`config.mk`:
```
export PLATFORM = sky130hd
export DESIGN_NAME = fp_compare_stream
export DESIGN_NICKNAME = d
export VERILOG_FILES = /design/src/rtl/fp_compare_stream.sv
export SDC_FILE = /design/constraint.sdc
export NUM_CORES = 1
export LEC_CHECK = 0
export CORE_ASPECT_RATIO = 1.4
export CORE_MARGIN = 3
export CORE_UTILIZATION = 50
export DETAILED_ROUTE_END_ITERATION = 16
export DONT_BUFFER_PORTS = 1
export MAX_ROUTING_LAYER = met4
export PLACE_DENSITY_LB_ADDON = 0.25
export SYNTH_ARGS = -nofsm -noshare
export SYNTH_HDL_FRONTEND = slang
export SYNTH_SLANG_ARGS = --single-unit
```
`constraint.sdc`:
```
create_clock -name clock -period 1.32 [get_ports clock]
set_input_delay 0.396 -clock clock [delete_from_list [all_inputs] [get_ports clock]]
set_output_delay 0.396 -clock clock [all_outputs]
set_load 0.02 [all_outputs]
```
`src/rtl/fp_compare_stream.sv`:
```
// fp_compare_stream: per-lane floating-point compare of paired A/B operand streams, one result byte per lane.
// Latency: result is presented 2 cycles after the A/B beat is accepted; sustained rate 1 beat/cycle.
// Backpressure: two-stage valid/ready pipeline; input treadys drop only when both stages are full and the result is stalled.

module fp_compare_stream #(
   parameter int EXP_W = 5,
   parameter int MAN_W = 10,
   parameter int LANES = 1
) (
   input  logic                         clock,
   input  logic                         rst_n,
   input  logic [2:0]                   op,
   input  logic                         s_axis_a_tvalid,
   output logic                         s_axis_a_tready,
   input  logic [LANES*(1+EXP_W+MAN_W)-1:0] s_axis_a_tdata,
   input  logic                         s_axis_b_tvalid,
   output logic                         s_axis_b_tready,
   input  logic [LANES*(1+EXP_W+MAN_W)-1:0] s_axis_b_tdata,
   output logic                         m_axis_result_tvalid,
   input  logic                         m_axis_result_tready,
   output logic [LANES*8-1:0]           m_axis_result_tdata,
   output logic                         nan_seen,
   input  logic                         clear
);

   localparam int W     = 1 + EXP_W + MAN_W;
   localparam int MAG_W = EXP_W + MAN_W;

   localparam logic [2:0] OP_EQ    = 3'd0;
   localparam logic [2:0] OP_LT    = 3'd1;
   localparam logic [2:0] OP_LE    = 3'd2;
   localparam logic [2:0] OP_GT    = 3'd3;
   localparam logic [2:0] OP_GE    = 3'd4;
   localparam logic [2:0] OP_NE    = 3'd5;
   localparam logic [2:0] OP_UNORD = 3'd6;

   // Input-side classification, one bit per lane.
   logic [LANES-1:0] c_a_nan, c_b_nan, c_zero, c_a_sgn, c_b_sgn, c_mag_lt, c_mag_eq;

   // Stage 1: classification of the accepted beat plus its compare mode.
   logic             v1_q, v1_d;
   logic [2:0]       op1_q, op1_d;
   logic [LANES-1:0] a_nan_q, a_nan_d, b_nan_q, b_nan_d, zero_q, zero_d;
   logic [LANES-1:0] a_sgn_q, a_sgn_d, b_sgn_q, b_sgn_d, mag_lt_q, mag_lt_d, mag_eq_q, mag_eq_d;

   // Stage 2: result bytes.
   logic             v2_q, v2_d;
   logic [LANES*8-1:0] res_q, res_d;

   logic             nan_seen_q, nan_seen_d;
   logic             adv2, accept, fire;

   // Sign/magnitude split per lane; sign-magnitude ordering of {exp,man} is exact for normals, subnormals and infinities.
   for (genvar g = 0; g < LANES; g++) begin : g_cls
      logic [W-1:0]     a_w, b_w;
      logic [MAG_W-1:0] a_mag, b_mag;
      assign a_w          = s_axis_a_tdata[g*W +: W];
      assign b_w          = s_axis_b_tdata[g*W +: W];
      assign a_mag        = a_w[MAG_W-1:0];
      assign b_mag        = b_w[MAG_W-1:0];
      assign c_a_nan[g]   = (a_mag[MAG_W-1 -: EXP_W] == {EXP_W{1'b1}}) && (a_mag[MAN_W-1:0] != '0);
      assign c_b_nan[g]   = (b_mag[MAG_W-1 -: EXP_W] == {EXP_W{1'b1}}) && (b_mag[MAN_W-1:0] != '0);
      assign c_zero[g]    = (a_mag == '0) && (b_mag == '0);
      assign c_a_sgn[g]   = a_w[W-1];
      assign c_b_sgn[g]   = b_w[W-1];
      assign c_mag_lt[g]  = a_mag < b_mag;
      assign c_mag_eq[g]  = a_mag == b_mag;
   end

   // Condition outcome for one lane; +0/-0 fold to equal, unordered lanes only satisfy NE and UNORD.
   function automatic logic cond_out(input logic [2:0] o, input logic unord, input logic zero,
                                     input logic sa, input logic sb, input logic mlt, input logic meq);
      logic eq, lt, gt, r;
      eq = zero | ((sa == sb) & meq);
      if (zero)          lt = 1'b0;
      else if (sa != sb) lt = sa;
      else if (sa)       lt = ~mlt & ~meq;
      else               lt = mlt;
      gt = ~eq & ~lt;
      r  = 1'b0;
      if (unord) begin
         r = (o == OP_NE) | (o == OP_UNORD);
      end else begin
         case (o)
            OP_EQ:   r = eq;
            OP_LT:   r = lt;
            OP_LE:   r = lt | eq;
            OP_GT:   r = gt;
            OP_GE:   r = gt | eq;
            OP_NE:   r = ~eq;
            default: r = 1'b0;
         endcase
      end
      return r;
   endfunction

   // Handshake, stage advance and next-state for both pipeline stages and the sticky flag.
   always_comb begin
      adv2       = ~v2_q | m_axis_result_tready;
      accept     = ~v1_q | adv2;
      fire       = s_axis_a_tvalid & s_axis_b_tvalid & accept;
      v1_d       = v1_q;
      op1_d      = op1_q;
      a_nan_d    = a_nan_q;
      b_nan_d    = b_nan_q;
      zero_d     = zero_q;
      a_sgn_d    = a_sgn_q;
      b_sgn_d    = b_sgn_q;
      mag_lt_d   = mag_lt_q;
      mag_eq_d   = mag_eq_q;
      v2_d       = v2_q;
      res_d      = res_q;
      if (accept) begin
         v1_d = fire;
         if (fire) begin
            op1_d    = op;
            a_nan_d  = c_a_nan;
            b_nan_d  = c_b_nan;
            zero_d   = c_zero;
            a_sgn_d  = c_a_sgn;
            b_sgn_d  = c_b_sgn;
            mag_lt_d = c_mag_lt;
            mag_eq_d = c_mag_eq;
         end
      end
      if (adv2) begin
         v2_d = v1_q;
         if (v1_q) begin
            for (int i = 0; i < LANES; i++) begin
               res_d[i*8 +: 8] = {6'b0, a_nan_q[i] | b_nan_q[i],
                                  cond_out(op1_q, a_nan_q[i] | b_nan_q[i], zero_q[i], a_sgn_q[i],
                                           b_sgn_q[i], mag_lt_q[i], mag_eq_q[i])};
            end
         end
      end
      // Clear wins over a set landing in the same cycle.
      if (clear) nan_seen_d = 1'b0;
      else       nan_seen_d = nan_seen_q | (fire & (|(c_a_nan | c_b_nan)));
   end

   // Pipeline and flag registers; reset empties both stages and zeroes the result.
   always_ff @(posedge clock or negedge rst_n) begin
      if (!rst_n) begin
         v1_q       <= 1'b0;
         op1_q      <= 3'd0;
         a_nan_q    <= '0;
         b_nan_q    <= '0;
         zero_q     <= '0;
         a_sgn_q    <= '0;
         b_sgn_q    <= '0;
         mag_lt_q   <= '0;
         mag_eq_q   <= '0;
         v2_q       <= 1'b0;
         res_q      <= '0;
         nan_seen_q <= 1'b0;
      end else begin
         v1_q       <= v1_d;
         op1_q      <= op1_d;
         a_nan_q    <= a_nan_d;
         b_nan_q    <= b_nan_d;
         zero_q     <= zero_d;
         a_sgn_q    <= a_sgn_d;
         b_sgn_q    <= b_sgn_d;
         mag_lt_q   <= mag_lt_d;
         mag_eq_q   <= mag_eq_d;
         v2_q       <= v2_d;
         res_q      <= res_d;
         nan_seen_q <= nan_seen_d;
      end
   end

   // Each side's ready waits on the other side's valid so A and B are always consumed together.
   assign s_axis_a_tready      = rst_n & accept & s_axis_b_tvalid;
   assign s_axis_b_tready      = rst_n & accept & s_axis_a_tvalid;
   assign m_axis_result_tvalid = v2_q;
   assign m_axis_result_tdata  = res_q;
   assign nan_seen             = nan_seen_q;

endmodule
```
==> metrics, run 1 <==
status complete, but fails checks; failing checks setup timing; # rows 20; CTS buffer count 3; CP cell instances nand3b_4 -> and3_4; highest clock rate 696.3 MHz; Tot Pwr between 1 and 1.5 mW; number of global-route vias before repair ~1,100; setup TNS -0.2431 ns; slowest stage delay, CP around 0.43 ns; PD cells 868.1 nW/um^2; Core Area 2227 sq um; I/O Buffers 0; max_cap viols 0; Yosys cell types 32; CTS tree done; antenna cells 0; remaining global-route overflow 0; synthesis-to-layout area growth 15.15%; Final Non-Filler Cells 169; initial antenna violation count 0; starting density of the core 0.5376; final core occ 0.6191; sequential-to-total area share from yosys stat 0.3135; DRT Pass-1 Iters 4; Synth Instances 133; min Tclk post-route ~1.4 ns; dpl cells 162; Post-Syn Area approximately 1200 sq um; Routed Antenna Nets 0; worst-skew pair later-pin latency around 0.28 ns; CTS Buffer Depth 2; Final Max Tran Viols 0; final worst path period share 1.088; Die Width roughly 47 microns; DR WL/cell approximately 16 microns; total track usage 0.1993; final clock skew roughly 0.0065 ns; HP Class input port to flop; IO Pins between 50 and 60; leakage power 0.6919 nW; post-DR vias/cell 6.006; die area just over 3000 sq um; # setup viols final 3; final instance area 1379 sq um; post-route worst setup slack -0.1161 ns; WS Path Type flop to primary output; worst relative slew slack 0.5483; Detail Placement HPWL between 2000 and 2500 microns; initial DRC count 28; peak supply drop 429.9 uV; commonest cells after routing, fill and taps aside inv_1, ha_1, dfrtp_1; CP Data Required Time a little over 0.9 ns; Avg Inst Size Synth about 9 sq um; largest net degree at the start of global routing 16; post-synthesis register bit count 15; WP data arrival between 1 and 1.5 ns; Reg2Reg Launch Point m_axis_result_tvalid; total number of vias 1,015; Final Hold Viols 0; Root Driver clkbuf_4; RSZ-0062 raised after global routing true; Post-DP Area around 1300 sq um; CP startpoint m_axis_result_tvalid; nets slightly above 200; Clk pin slew, worst setup/hold paths 0.09 ns; CTS sink count 15; worst-margin pin slew a little under 0.7 ns; Worst path slowest cell dfrtp_2; Post-route DRC 0; share of cells above drive strength 1 0.2313; crit path launch type flop; Die H around 64 microns; total wire length ~2700 microns; GPL Wtd Cong roughly 0.88; commonest non-fill, non-tap cell in the layout inv_1; first-pass GRT wire length approximately 4400 microns; critical path fanouts, max 4; synth warn 0; Worst setup EP type primary output; H-tree lvl count 1; Min-Delay Startpoint clear
## cell families (layout without fill, tap and decap cells)
| group | after synthesis | count (layout) | synth area share |
|---|---|---|---|
| compound gates | 29 | 29 | 0.1599 |
| xor+xnor | 2 | 2 | 0.01463 |
| fa+ha+maj | 15 | 15 | 0.1567 |
| buf+inv | 23 | 32 | 0.09195 |
| flops | 15 | 15 | 0.3135 |
| mux | 5 | 5 | 0.04702 |
| other cells | 1 | 6 | 0.003132 |
| simple gates | 43 | 43 | 0.2132 |
## flip-flops by register name, summed over array words and instances, names as in the netlist
signal	flops
op1_q	3
m_axis_result_tdata	2
a_nan_q	1
a_sgn_q	1
b_nan_q	1
b_sgn_q	1
m_axis_result_tvalid	1
mag_eq_q	1
mag_lt_q	1
nan_seen	1
v1_q	1
zero_q	1
## metrics by stage
step	setup WS [ns]	hold WS, ns
5_1_grt	-0.1612	0.1510
2_1_floorplan	-0.06724	0.1004
6_report	-0.1161	0.1701
4_1_cts	-0.1375	0.1616
3_5_place_dp	-0.1948	0.1008
3_3_place_gp	-0.1532	0.1008
## cell usage after synthesis, drive strengths merged
cell type,instances,area (sq um)
a211oi,1,7.510
a21bo,1,10.01
a21o,5,37.54
a21oi,7,35.03
a22oi,1,7.510
a31o,1,8.760
a31oi,4,25.02
and3,2,12.51
and4,1,8.760
buf,7,50.04
conb,1,3.750
dfrtp,15,375.4
ha,15,187.7
inv,16,60.06
mux2,5,56.30
nand2,13,48.80
nand2b,2,12.51
nand3,5,37.54
nand3b,1,20.02
nand4,6,37.54
nor2,2,7.510
nor2b,2,12.51
nor3,2,10.01
nor4,6,37.54
o21a,1,7.510
o21ai,5,25.02
o21ba,1,10.01
o41ai,2,17.52
or4b,1,10.01
xnor2,2,17.52
## worst paths after layout
check                                  endpoint  slack (ns)  cells past startpoint
max                             s_axis_a_tready       -0.12                      2
min                                    nan_seen        0.17                      1
max in group asynchronous  m_axis_result_tvalid        0.27                      1
min in group asynchronous  m_axis_result_tvalid        0.58                      1
max reg2reg                            nan_seen       -0.01                      4
min reg2reg                             b_nan_q        0.56                      2
## power by group
part | leakage [nW] | switching (mW) | total [mW] | internal, mW
Clock | 0.0177 | 0.141 | 0.254 | 0.112
Combinational | 0.486 | 0.174 | 0.353 | 0.178
Sequential | 0.188 | 0.0751 | 0.591 | 0.516
## critical path, delay by kind of cell (launching register included)
kind | cells | cell delay (ns)
flops | 1 | 0.43
simple gates | 2 | 0.33
## cell type report
type	instances	area, sq um
fillers	195	848.3
multi-input cells	100	778.2
flip-flops and latches	15	376.6
repair buffers	12	96.34
inverters	16	72.57
well taps	22	27.53
clock buffers	3	22.52
clock inverters	1	5.005
## repair_timing
action | CTS | global route
resized for setup | 7 | 3
endpoints found under the setup margin | 5 | 8
hold buffers | 1 | 0
hold endpoints to repair | 15 | 0
pin swaps | 9 | 3
buffers inserted | 1 | 1
## routing by layer
metal,part of all wire,global-route usage,vias to the layer above
met5,0,-,-
met4,0.016,0.07958,0
met3,0.055,0.02254,4
met2,0.60,0.3742,34
met1,0.33,0.1874,477
li1,-,-,500
No activity file was read; power rests on OpenSTA's default activity.
==> run 2: changes to the inputs <==
--- a/config.mk
+++ b/config.mk
@@ -7,11 +7,11 @@
 export LEC_CHECK = 0
 export CORE_ASPECT_RATIO = 1.4
 export CORE_MARGIN = 3
-export CORE_UTILIZATION = 50
+export CORE_UTILIZATION = 38
 export DETAILED_ROUTE_END_ITERATION = 16
-export DONT_BUFFER_PORTS = 1
 export MAX_ROUTING_LAYER = met4
 export PLACE_DENSITY_LB_ADDON = 0.25
+export SKIP_CTS_REPAIR_TIMING = 1
 export SYNTH_ARGS = -nofsm -noshare
 export SYNTH_HDL_FRONTEND = slang
 export SYNTH_SLANG_ARGS = --single-unit
==> run 2 against run 1 <==
The run still ends with setup timing left; clock skew fell by 0.00061 ns; first-iteration DRC count fell by 32%; global-route usage fell by 2.5 points; register-to-register slack got worse by 0.11 ns; cell count rose by 45%; utilization rose by 14 points; combinational power rose by 89%; via count rose by 30%; total power rose by 35%; sequential cell count did not move; critical endpoint unchanged; largest cell class unchanged; largest power group is now combinational logic.
==> metrics, run 2 (synthesis results as in run 1) <==
status complete, but fails checks; failing checks setup timing; Detail Placement HPWL 2758 microns (+22%); # setup viols final 8 (+5); Net Sw Frac 0.3219 (-0.004417); Internal 1.098 mW (+36%); initial antenna violation count 0 (unchanged); number of flip-flops in the largest register 3 (unchanged); die area 3870 sq um (+28%); post-DR vias/cell 5.392 (-10%); final instance area 2233 sq um (+62%); Clock power frac 0.234 (+0.022); CTS tree done; H-tree lvl count 1 (unchanged); PD cells 725.3 nW/um^2 (-16%); CTS Buffer Depth 2 (unchanged); fill count 206 (+5.6%); WP data arrival 1.06 ns (+0.02 ns); largest net degree at the start of global routing 16 (unchanged); CP cell instances nand3b_4 -> and3_4 -> buf_6; Post-DP Area 1862 sq um (+44%); share of cells above drive strength 1 0.4327 (+0.2014); final worst path period share 1.106 (+0.01845); commonest non-fill, non-tap cell in the layout dlymetal6s2s_1; critical path fanouts, max 3 (-1); Worst setup EP type primary output; reg-to-reg critical path endpoint nan_seen; number of global-route vias before repair 1,313 (+18%); commonest cells after routing, fill and taps aside dlymetal6s2s_1, buf_4, dfrtp_1; final clock skew 0.005916 ns (-0.0006134 ns); reg-to-reg slack, setup -0.12 ns (-0.11 ns); I/O Buffers 46 (+46); Die H 72.42 microns (+13%); antenna cells 0 (unchanged); Reg2Reg Launch Point m_axis_result_tvalid; GPL Wtd Cong 0.7803 (-11%); final core occ 0.7609 (+0.1418); leakage power 1.240 nW (+79%); Clk pin slew, worst setup/hold paths 0.06 ns (-0.03 ns); worst-skew pair later-pin latency 0.25 ns (-0.03 ns); Reg with most FFs op1_q; CTS sink count 15 (unchanged); Post-route DRC 0 (unchanged); HP Class input port to asynchronous set/reset pin; IO Pins 53 (unchanged); Reg power frac 0.355 (-0.138); DR WL/cell 15.73 microns (-1.4%); total wire length 3855 microns (+43%); CP Buf/Inv Count 1 (+1); CP Depth 3 (+1); DRT Pass-1 Iters 4 (unchanged); kind of cell adding the most delay to the critical path flip-flops; total track usage 0.1746 (-0.02474); Root Driver clkbuf_8; WS Path Type flop to primary output; peak supply drop 723.4 uV (+68%); Final Hold Viols 0 (unchanged); CTS buffer count 3 (unchanged); starting density of the core 0.4079 (-0.1297); total number of vias 1,321 (+30%); # rows 23 (+15%); RSZ-0062 raised after global routing true; max_cap viols 0 (unchanged); highest clock rate 684.7 MHz (-1.7%); synthesis-to-layout area growth 86.52%; first-pass GRT wire length 5092 microns (+16%); Final Max Tran Viols 0 (unchanged); nets 265 (+30%); reg2reg path depth 5 (+1); initial DRC count 19 (-32%); Switch Pwr 521.4 uW (+33%); CP Data Required Time 0.92 ns (about the same); post-route worst setup slack -0.1404 ns (-0.02436 ns); remaining global-route overflow 0 (unchanged); Core Area 2935 sq um (+32%); min Tclk post-route 1.460 ns (+0.02436 ns); Worst path slowest cell dfrtp_2; crit path launch type flop; slowest stage delay, CP 0.42 ns (about the same); Comb pwr share 0.411 (+0.116); Die Width 53.44 microns (+13%); Routed Antenna Nets 0 (unchanged)
-- run 2: changes by cell type in the layout (fill, tap and decap cells not counted), moves of 3 or more --
cell             delta
nor4_1              -3
ha_4                +9
clkbuf_8            +3
inv_2               +8
buf_4              +13
clkbuf_2            +5
nor4_2              +3
clkbuf_4            -3
buf_6               +9
clkdlybuf4s50_1     +6
ha_1               -10
dlymetal6s2s_1     +26
inv_1               -8
-- run 2: power by group through the flow --
| stage | sequential (mW) | clock, mW | combinational, mW |
|---|---|---|---|
| finish | 0.575 | 0.379 | 0.666 |
| global route | 0.581 | 0.399 | 0.724 |
| CTS | 0.571 | 0.384 | 0.575 |
| detailed placement | 0.580 | 0 | 0.571 |
| global placement | 0.575 | 0 | 0.551 |
| floorplan | 0.592 | 0 | 0.265 |
-- run 2: area by class of cell --
cell class              instances  area (sq um)  area share
clock buffers                   3         41.29     0.01849
clock inverters                 1         7.507    0.003361
inverters                      16         72.57     0.03249
multi-input cells             100         953.4      0.4269
flip-flops and latches         15         376.6      0.1686
well taps                      37         46.29     0.02073
repair buffers                 73         735.7      0.3294
-- run 2: how the worst max path moves through the flow --
| stage | from | to | slack [ns] |
|---|---|---|---|
| floorplan | s_axis_b_tdata[12] | mag_lt_q | -0.07 |
| global placement | m_axis_result_tready | s_axis_a_tready | -0.83 |
| detailed placement | m_axis_result_tready | s_axis_a_tready | -0.85 |
| CTS | m_axis_result_tready | s_axis_a_tready | -0.86 |
| global route | m_axis_result_tvalid | nan_seen | -0.18 |
| finish | m_axis_result_tvalid | s_axis_a_tready | -0.14 |
-- run 2: worst register-to-register path, delay by kind of cell, from the launching register on --
| kind | cells | cell delay (ns) |
|---|---|---|
| AO/OA/AOI/OAI | 1 | 0.14 |
| buffers and inverters | 1 | 0.10 |
| flip-flops | 1 | 0.42 |
| AND/OR/NAND/NOR | 3 | 0.69 |
-- run 2: per-stage QoR --
step | hold slack (ns) | cells | power, mW | setup slack [ns] | TNS (ns)
finish | 0.1497 | 245 | 1.620 | -0.1404 | -0.6640
global route | 0.1828 | 245 | 1.704 | -0.1811 | -1.080
CTS | 0.4923 | 239 | 1.531 | -0.8620 | -6.654
detailed placement | 0.4792 | 235 | 1.151 | -0.8497 | -8.868
global placement | 0.4686 | 235 | 1.126 | -0.8320 | -8.409
floorplan | 0.1004 | 138 | 0.8567 | -0.06724 | -0.1040
-- run 2: per-layer routing --
layer / vias to the layer above / wire (microns) / GRT usage / part of all wire
li1: 620 / - / - / -
met1: 629 / 1310 / 0.1509 / 0.34
met2: 56 / 2232 / 0.3629 / 0.58
met3: 16 / 176 / 0.01232 / 0.046
met4: 0 / 134 / 0.05966 / 0.035
met5: - / 0 / - / 0
